File: src/rtl/uart_rx_fifo.sv
// uart_rx_fifo: UART receiver with configurable data width, stop-bit count and
// optional parity, feeding a first-word-fall-through FIFO with a ready/valid
// output. Framing, parity and overrun errors are reported on dedicated outputs.
// Optional feature macro: UART_RX_PARITY_EN (one parity bit follows the data).
module uart_rx_fifo #(
  parameter int unsigned CLK_PER_HALF_BIT = 85,
  parameter int unsigned DATA_BITS        = 8,
  parameter int unsigned STOP_BITS        = 1,
  parameter int unsigned PARITY_ODD       = 0,
  parameter int unsigned FIFO_DEPTH       = 16
) (
  input  logic                          clk,
  input  logic                          rstn,
  input  logic                          rxd,
  output logic [DATA_BITS-1:0]          rdata,
  output logic                          rvalid,
  input  logic                          rready,
  output logic [$clog2(FIFO_DEPTH):0]   fifo_count,
  output logic                          frame_err,
  output logic                          parity_err,
  output logic                          overrun,
  input  logic                          overrun_clr
);

  localparam int unsigned CNT_W  = $clog2(2 * CLK_PER_HALF_BIT);
  localparam int unsigned BIT_W  = $clog2(DATA_BITS + 1);
  localparam int unsigned PTR_W  = $clog2(FIFO_DEPTH);
  localparam int unsigned CNT_FW = PTR_W + 1;

  // Elaboration-time parameter legality
  if (CLK_PER_HALF_BIT < 4) begin : g_bad_cph
    $error("CLK_PER_HALF_BIT must be at least 4");
  end
  if (DATA_BITS < 5 || DATA_BITS > 9) begin : g_bad_db
    $error("DATA_BITS must be 5..9");
  end
  if (STOP_BITS < 1 || STOP_BITS > 2) begin : g_bad_sb
    $error("STOP_BITS must be 1 or 2");
  end
  if (PARITY_ODD > 1) begin : g_bad_par
    $error("PARITY_ODD must be 0 or 1");
  end
  if (FIFO_DEPTH < 2 || (FIFO_DEPTH & (FIFO_DEPTH - 1)) != 0) begin : g_bad_depth
    $error("FIFO_DEPTH must be a power of two, at least 2");
  end

  typedef enum logic [2:0] {
    S_BREAK,
    S_IDLE,
    S_START,
    S_DATA,
    S_PARITY,
    S_STOP
  } state_t;

  logic                 rxd_m;
  logic                 rxd_s;

  state_t               state;
  state_t               state_n;
  logic [CNT_W-1:0]     baud_cnt;
  logic [CNT_W-1:0]     baud_cnt_n;
  logic [BIT_W-1:0]     bit_cnt;
  logic [BIT_W-1:0]     bit_cnt_n;
  logic [DATA_BITS-1:0] shreg;
  logic [DATA_BITS-1:0] shreg_n;
  logic                 half_tick_c;
  logic                 full_tick_c;
  logic                 push_c;
  logic                 frame_err_c;
  logic                 parity_err_c;
`ifdef UART_RX_PARITY_EN
  logic                 par_acc;
  logic                 par_acc_n;
`endif

  logic [DATA_BITS-1:0] mem [FIFO_DEPTH];
  logic [PTR_W-1:0]     wr_ptr;
  logic [PTR_W-1:0]     wr_ptr_n;
  logic [PTR_W-1:0]     rd_ptr;
  logic [PTR_W-1:0]     rd_ptr_n;
  logic [CNT_FW-1:0]    count_n;
  logic [DATA_BITS-1:0] rdata_n;
  logic                 pop_c;
  logic                 push_ok_c;
  logic                 drop_c;
  logic                 overrun_n;

  // Two-flop synchronizer; idle-high reset value avoids a false start edge
  always_ff @(posedge clk or negedge rstn) begin
    if (!rstn) begin
      rxd_m <= 1'b1;
      rxd_s <= 1'b1;
    end else begin
      rxd_m <= rxd;
      rxd_s <= rxd_m;
    end
  end

  assign half_tick_c = (baud_cnt == CNT_W'(CLK_PER_HALF_BIT - 1));
  assign full_tick_c = (baud_cnt == CNT_W'(2 * CLK_PER_HALF_BIT - 1));

  // Receiver state and datapath registers
  always_ff @(posedge clk or negedge rstn) begin
    if (!rstn) begin
      state      <= S_BREAK;
      baud_cnt   <= '0;
      bit_cnt    <= '0;
      shreg      <= '0;
      frame_err  <= 1'b0;
      parity_err <= 1'b0;
`ifdef UART_RX_PARITY_EN
      par_acc    <= 1'b0;
`endif
    end else begin
      state      <= state_n;
      baud_cnt   <= baud_cnt_n;
      bit_cnt    <= bit_cnt_n;
      shreg      <= shreg_n;
      frame_err  <= frame_err_c;
      parity_err <= parity_err_c;
`ifdef UART_RX_PARITY_EN
      par_acc    <= par_acc_n;
`endif
    end
  end

  // Next-state logic: every sample restarts the baud counter, so each sample
  // lands exactly one bit period after the previous one
  always_comb begin
    state_n      = state;
    baud_cnt_n   = baud_cnt + CNT_W'(1);
    bit_cnt_n    = bit_cnt;
    shreg_n      = shreg;
    push_c       = 1'b0;
    frame_err_c  = 1'b0;
    parity_err_c = 1'b0;
`ifdef UART_RX_PARITY_EN
    par_acc_n    = par_acc;
`endif
    case (state)
      S_BREAK: begin
        baud_cnt_n = '0;
        if (rxd_s) state_n = S_IDLE;
      end
      S_IDLE: begin
        // IDLE is only entered with the line high, so a low level is the start edge
        baud_cnt_n = '0;
        if (!rxd_s) state_n = S_START;
      end
      S_START: begin
        if (half_tick_c) begin
          baud_cnt_n = '0;
          bit_cnt_n  = '0;
`ifdef UART_RX_PARITY_EN
          par_acc_n  = 1'b0;
`endif
          state_n    = rxd_s ? S_IDLE : S_DATA;
        end
      end
      S_DATA: begin
        if (full_tick_c) begin
          baud_cnt_n = '0;
          shreg_n    = {rxd_s, shreg[DATA_BITS-1:1]};
`ifdef UART_RX_PARITY_EN
          par_acc_n  = par_acc ^ rxd_s;
`endif
          if (bit_cnt == BIT_W'(DATA_BITS - 1)) begin
            bit_cnt_n = '0;
`ifdef UART_RX_PARITY_EN
            state_n   = S_PARITY;
`else
            state_n   = S_STOP;
`endif
          end else begin
            bit_cnt_n = bit_cnt + BIT_W'(1);
          end
        end
      end
`ifdef UART_RX_PARITY_EN
      S_PARITY: begin
        if (full_tick_c) begin
          baud_cnt_n = '0;
          par_acc_n  = par_acc ^ rxd_s;
          state_n    = S_STOP;
        end
      end
`endif
      S_STOP: begin
        if (full_tick_c) begin
          baud_cnt_n = '0;
          if (!rxd_s) begin
            frame_err_c = 1'b1;
            state_n     = S_BREAK;
          end else if (bit_cnt == BIT_W'(STOP_BITS - 1)) begin
            // Return to IDLE mid stop bit so a back-to-back start edge is caught
            state_n = S_IDLE;
`ifdef UART_RX_PARITY_EN
            if (par_acc != 1'(PARITY_ODD)) parity_err_c = 1'b1;
            else                           push_c       = 1'b1;
`else
            push_c  = 1'b1;
`endif
          end else begin
            bit_cnt_n = bit_cnt + BIT_W'(1);
          end
        end
      end
      default: begin
        state_n    = S_BREAK;
        baud_cnt_n = '0;
      end
    endcase
  end

  // FIFO control: a push into a full FIFO survives only if a pop frees a slot
  // in the same cycle; rdata is the registered next head word
  always_comb begin
    pop_c     = rready && (fifo_count != '0);
    push_ok_c = push_c && ((fifo_count != CNT_FW'(FIFO_DEPTH)) || pop_c);
    drop_c    = push_c && !push_ok_c;
    wr_ptr_n  = push_ok_c ? wr_ptr + PTR_W'(1) : wr_ptr;
    rd_ptr_n  = pop_c ? rd_ptr + PTR_W'(1) : rd_ptr;
    count_n   = fifo_count;
    if (push_ok_c && !pop_c) begin
      count_n = fifo_count + CNT_FW'(1);
    end else if (!push_ok_c && pop_c) begin
      count_n = fifo_count - CNT_FW'(1);
    end
    if (push_ok_c && (wr_ptr == rd_ptr_n)) begin
      rdata_n = shreg;
    end else begin
      rdata_n = mem[rd_ptr_n];
    end
    if (drop_c) begin
      overrun_n = 1'b1;
    end else if (overrun_clr) begin
      overrun_n = 1'b0;
    end else begin
      overrun_n = overrun;
    end
  end

  // FIFO pointers, occupancy and output registers
  always_ff @(posedge clk or negedge rstn) begin
    if (!rstn) begin
      wr_ptr     <= '0;
      rd_ptr     <= '0;
      fifo_count <= '0;
      rvalid     <= 1'b0;
      rdata      <= '0;
      overrun    <= 1'b0;
    end else begin
      wr_ptr     <= wr_ptr_n;
      rd_ptr     <= rd_ptr_n;
      fifo_count <= count_n;
      rvalid     <= (count_n != '0);
      overrun    <= overrun_n;
      if (count_n != '0) rdata <= rdata_n;
    end
  end

  // FIFO storage
  always_ff @(posedge clk) begin
    if (push_ok_c) mem[wr_ptr] <= shreg;
  end

endmodule
File: config.mk
export PLATFORM = sky130hd
export DESIGN_NAME = uart_rx_fifo
export DESIGN_NICKNAME = d
export VERILOG_FILES = /design/src/rtl/uart_rx_fifo.sv
export SDC_FILE = /design/constraint.sdc
export NUM_CORES = 1
export LEC_CHECK = 0
export ABC_AREA = 1
export CAP_MARGIN = 10
export CORE_AREA = 5 5 162 164
export CTS_CLUSTER_SIZE = 28
export DETAILED_ROUTE_END_ITERATION = 12
export DIE_AREA = 0 0 167 169
export HOLD_SLACK_MARGIN = 0.05
export PLACE_DENSITY = 0.57
export SYNTH_ARGS = -nofsm -noshare
export SYNTH_HDL_FRONTEND = slang
export SYNTH_SLANG_ARGS = --single-unit
File: constraint.sdc
create_clock -name clk -period 5.8 [get_ports clk]
set_input_delay 1.16 -clock clk [delete_from_list [all_inputs] [get_ports clk]]
set_output_delay 1.16 -clock clk [all_outputs]
set_load 0.01 [all_outputs]
; ---- Word-level counts from Yosys, hierarchy flattened
; Memories as Yosys holds them, arrays and structs flattened. A register that Yosys moved wholly into a read port is not among the register bits.
; Index checks and enable logic that the tools add are counted.
[op_classes]
addsub = 6
multipliers = 0
reduce_logical = 19
n_bitwise = 0
mux = 34
eq_ne = 17
div = 0
shifts = 0
magnitude_cmp = 0
[op_table]
columns = op, n
row1 = 4-bit 2-to-1 mux, 7
row2 = 3-bit 2-to-1 mux, 8
row3 = 8-bit 2-to-1 mux, 2
row4 = 2-bit inequality test (second input constant), 8
row5 = 8-bit one-hot mux with 2 select lines, 1
row6 = 3-bit one-hot mux with 5 select lines, 1
row7 = 4-bit by 1-bit adder with 4-bit output (second input constant), 3
row8 = 4-bit one-hot mux with 3 select lines, 1
row9 = 1-bit 2-to-1 mux, 11
row10 = 5-bit 2-to-1 mux, 2
row11 = 5-bit nonzero test, 2
row12 = 8-bit by 1-bit adder with 8-bit output (second input constant), 1
row13 = 8-bit by 7-bit == test with 1-bit output (second input constant), 1
row14 = 8-bit == test (second input constant), 1
row15 = 7-bit AND reduction, 1
row16 = 3-bit by 2-bit == test with 1-bit output (second input constant), 2
row17 = 6-bit AND reduction, 1
row18 = 5-bit by 1-bit adder with 5-bit output (second input constant), 1
row19 = 1-bit logical AND, 5
row20 = 5-bit inequality test (second input constant), 1
row21 = 5-bit by 1-bit subtractor with 5-bit output (second input constant), 1
row22 = 4-bit by 3-bit == test with 1-bit output (second input constant), 1
row23 = 4-bit zero test, 1
row24 = 3-bit by 1-bit == test with 1-bit output (second input constant), 1
row25 = 10 further kinds, 12
[word_totals]
ram_bits = 128
wordCells = 89
latchBits = 0
out_inout_bits = 17
mem_bits_ro = 0
inputBits = 5
reg_bits = 41
mem_count = 1
[mem_list]
columns = memory, depth, width, rd, rd_ports_with_merged_regs, wr, line
row1 = mem, 16, 8, 1, 1, 1, 77  ; logic [DATA_BITS-1:0] mem [FIFO_DEPTH];

; ---- Logic depth before layout (Yosys ltp)
[logic_depth]
depth_word = 11
depth_mapped = 15
depth_no_buf = 14

; ---- Least setup slack after synthesis
; No wires, ideal clock.
[synth_path]
path_kind = input port to flip-flop
from = in rready
to = mem mem[10][0], enable pin
cell_stages = 6
setup_ns = 0.370
arrival_time_ns = 2.211
n_path_buf = 0
path_slack_ns = 3.219
t_required_ns = 5.430
path_cell_list = nor2_1 nand2_2 inv_1 nor3_4 nand2_1 nor2_1
[synth_via]
elab_chain_cells = 5
[synth_rtl]
columns = item, line
row1 = "start, declared", 17  ; input logic rready,
row2 = 1-bit logical AND, 219  ; pop_c = rready && (fifo_count != '0);
row3 = 1-bit logical OR, 220  ; push_ok_c = push_c && ((fifo_count != CNT_FW'(FIFO_DEPTH)) || pop_c);
row4 = 1-bit logical AND, 220
row5 = 1-bit 2-to-1 mux, 265  ; if (push_ok_c) mem[wr_ptr] <= shreg;
row6 = 1-bit 2-to-1 mux (not written as such), 265
row7 = "end, declared", 77
; Every way passes these cells.

; ---- Worst setup path after layout
[layout_path]
from = in rready
to = reg rdata[0], read port of mem
[layout_via]
elab_chain_cells = 8
word_cells_on_any_way = 11
cone_classes = 3 x mux / 8 x reduce/logical
[layout_rtl]
columns = item, line
row1 = 1-bit logical AND *, 219
row2 = 1-bit logical OR, 220
row3 = 1-bit logical AND, 220
row4 = 1-bit zero test, 227  ; end else if (!push_ok_c && pop_c) begin
row5 = 1-bit logical AND, 227
row6 = 5-bit 2-to-1 mux, 227
row7 = 5-bit 2-to-1 mux, 225  ; if (push_ok_c && !pop_c) begin
row8 = 5-bit nonzero test, 259  ; if (count_n != '0) rdata <= rdata_n;
row9 = "end, declared", 15  ; output logic [DATA_BITS-1:0] rdata,
; Every way passes the cells marked *; elsewhere a longest branch is shown, timed or not.
; A chain may end at the register's enable or synchronous reset.

==> key figures <==
STA
  – Hold Fails Final Rpt: 0
  – Rel. slew slack: 0.4053
  – Fmax: around 0.29 GHz
  – Worst Hold Slack: 360.5 ps
  – Final Max Tran Viols: 0
  – Final setup vio count: 0
  – Final min period: between 3000 and 4000 ps
  – Least-Margin Pin Slew: 892.1 ps
  – Setup TNS: 0 ps
  – Clock Skew: around 7.3 ps
  – RSZ-0062 raised after global routing: false
  – Tcrit/Tclk final: 0.6031

Clock network
  – Root Driver: clkbuf_16
  – Cts hold-fix bufs: 0
  – Post_cts resized: 0
  – Clock Latency Late Sink: between 400 and 500 ps
  – CTS Buffer Depth: 2
  – Clk sink count: 177
  – TritonCTS clock tree: yes
  – Setup bufs post-CTS: 0
  – Reg clk slew, reported paths: 70 ps
  – Number of buffers created by CTS: 17
  – H-tree levels: 4

Pwr
  – VDD IR max: between 0.2 and 0.25 mV
  – Static Leak: between 4 and 5 nW
  – PD cells: 471.3 mW/mm2

Critical path
  – CP Launch Type: input port
  – Reg2reg end: rdata[0]
  – CP Max Fanout: 39
  – Critical Path RT: between 6000 and 7000 ps
  – Worst R2R Start: fifo_count[0]
  – Critical path type: input port to flip-flop
  – Worst R2R Setup Slack: between 2000 and 3000 ps
  – Arr. time, crit path: 3860 ps
  – CP endpoint kind: flip-flop
  – Reg2reg path depth: 14

Final layout
  – Most frequent cells in the layout: nand3_1, inv_1, nand2_1
  – Fraction of layout cells with a size suffix above 1: 0.07823
  – Layout Area Growth over Synthesis: 13.68%
  – Filler instances: approximately 2,400
  – Commonest non-fill, non-tap cell in the layout: nand3_1
  – NumNets Final: between 800 and 900
  – # diodes: 0

Worst hold path
  – Min-delay src: rxd_m
  – Hold/Removal Path Class: flip-flop to flip-flop
  – End of the worst hold path: rxd_s
  – Hold path cells: 0

Global routing
  – Grt total ovfl: 0
  – Largest net degree at the start of global routing: between 60 and 70
  – Initial antenna violation count: 0
  – Total Routing Usage GR: 0.1442
  – First-pass GRT wire length: between 30,000 and 40,000 um
  – Vias in the first global route: 5,704

Die
  – Cell Rows: between 50 and 60
  – Starting Density: 0.3418
  – Core Footprint: between 0.02 and 0.025 mm2
  – Total I/O pin count: 22
  – Die Area: 0.02822 mm2
  – Die Y: around 170 um
  – Die W: about 170 um

Yosys
  – Area contributors post-synth: edfxtp_1, dfrtp_1, nand3_1, inv_1, nand2_1
  – Synthesized area: roughly 0.0085 mm2
  – Cell variety after synth: 38
  – Syn Area/Cell: 9.848 um2
  – EDFF count, synth: between 100 and 150
  – Post-synth ARST share: 0.2768
  – Area leader, netlist: edfxtp_1
  – Syn Nets: about 880
  – Main synth FF type: edfxtp_1
  – Top cell type's share of synthesized area: 0.4544
  – Sequential element share of the synthesized area: 0.5996
  – Post-Synthesis Cells: roughly 860
  – Flops & latches, synth: approximately 180
  – Warnings from Yosys: 0

Route
  – Final ANT Viol Nets: 0
  – Drt initial violations: around 480
  – DR vias/cell: between 4 and 5
  – First drt pass iteration count: 5
  – Post-route DRC: 0
  – Vias after detailed routing: 5,814
  – Routed WL: ~20,000 um
  – Wirelength per Cell: between 15 and 20 um

Place
  – PortBufs: 20
  – Final Wtd Congestion: a little under 0.9
  – Hpwl dp: roughly 12,000 um

Job
  – Max cap viols: 0

Outcome
  – Status: finished clean
==> logic make-up after synthesis <==
kind of cell | count (synthesis) | synth area share
AOI/OAI and AO/OA | 28 | 0.01775
xor gates and xnor gates | 14 | 0.01450
adders and majority gates | 12 | 0.01775
buffers and inverters | 186 | 0.08934
DFF | 177 | 0.5996
other | 1 | 0.0004433
and+or+nand+nor | 441 | 0.2606
==> Yosys cell counts (all sizes together) (7+ instances only) <==
cell type  number
edfxtp        128
buf            27
nor3            7
nand3b         33
nand3         203
xor2           12
nor2           42
o21ai          21
clkbuf          8
nand2         141
dfrtp          47
ha             12
nand4          14
inv           149
==> per-layer routing <==
metal,global-route usage,up-vias,wire [um]
li1,-,2875,-
met5,0,-,0
met4,0.03700,0,268
met2,0.2353,129,9499
met1,0.1969,2790,9165
met3,0.03106,20,845
==> power by group <==
part | switching (mW) | internal, mW
combinational | 1.16 | 0.548
clock | 0.503 | 0.816
sequential | 0.0829 | 1.43
==> worst max-delay path by stage <==
stage	depth (start not counted)	to	from	slack (ps)
after floorplan	6	mem[10][0]	rready	3220
after global placement	12	rdata[0]	rready	1930
after detailed placement	12	rdata[0]	rready	1850
after CTS	12	rdata[0]	rready	2310
after global routing	12	rdata[3]	rready	2080
final	12	rdata[0]	rready	2300
==> worst max-delay path: stages <==
cell             delay, ps
clkdlybuf4s50_1        620
nand2_2                240
nand2_2                130
nand2_2                330
buf_4                  420
nand2_1                130
nand3_2                 90
nor2_4                 240
nand3_4                160
nand3_1                140
nand3_1                100
nand2_1                 80
==> sequential cells by signal, summed over array words and instances (netlist names), 3 cells and up <==
| register | count |
|---|---|
| rdata | 8 |
| baud_cnt | 8 |
| state | 3 |
| rd_ptr | 4 |
| bit_cnt | 4 |
| shreg | 8 |
| wr_ptr | 4 |
| fifo_count | 5 |
| mem | 128 |
==> per-stage QoR <==
stage | cells | area, um2 | setup WS, ps | power [mW] | utilization
2_1_floorplan | 859 | 8459 | 3219 | 2.726 | -
3_3_place_gp | 1180 | 8939 | 1926 | 3.222 | 0.3612
3_5_place_dp | 1180 | 8939 | 1852 | 3.238 | 0.3612
4_1_cts | 1212 | 9617 | 2306 | 4.562 | 0.3886
5_1_grt | 1212 | 9617 | 2083 | 4.828 | 0.3886
6_report | 1212 | 9617 | 2302 | 4.532 | 0.3886
==> layout make-up <==
type	instances	area (um2)	area share
timing repair buffer	26	240.2	0.02498
tap	330	412.9	0.04294
inverter	151	571.8	0.05946
sequential	177	5072	0.5275
clock buffer	17	425.4	0.04424
clock inverter	15	252.7	0.02628
multi-input combinational	496	2641	0.2747
Note: power is estimated with default switching activity, not from simulation.
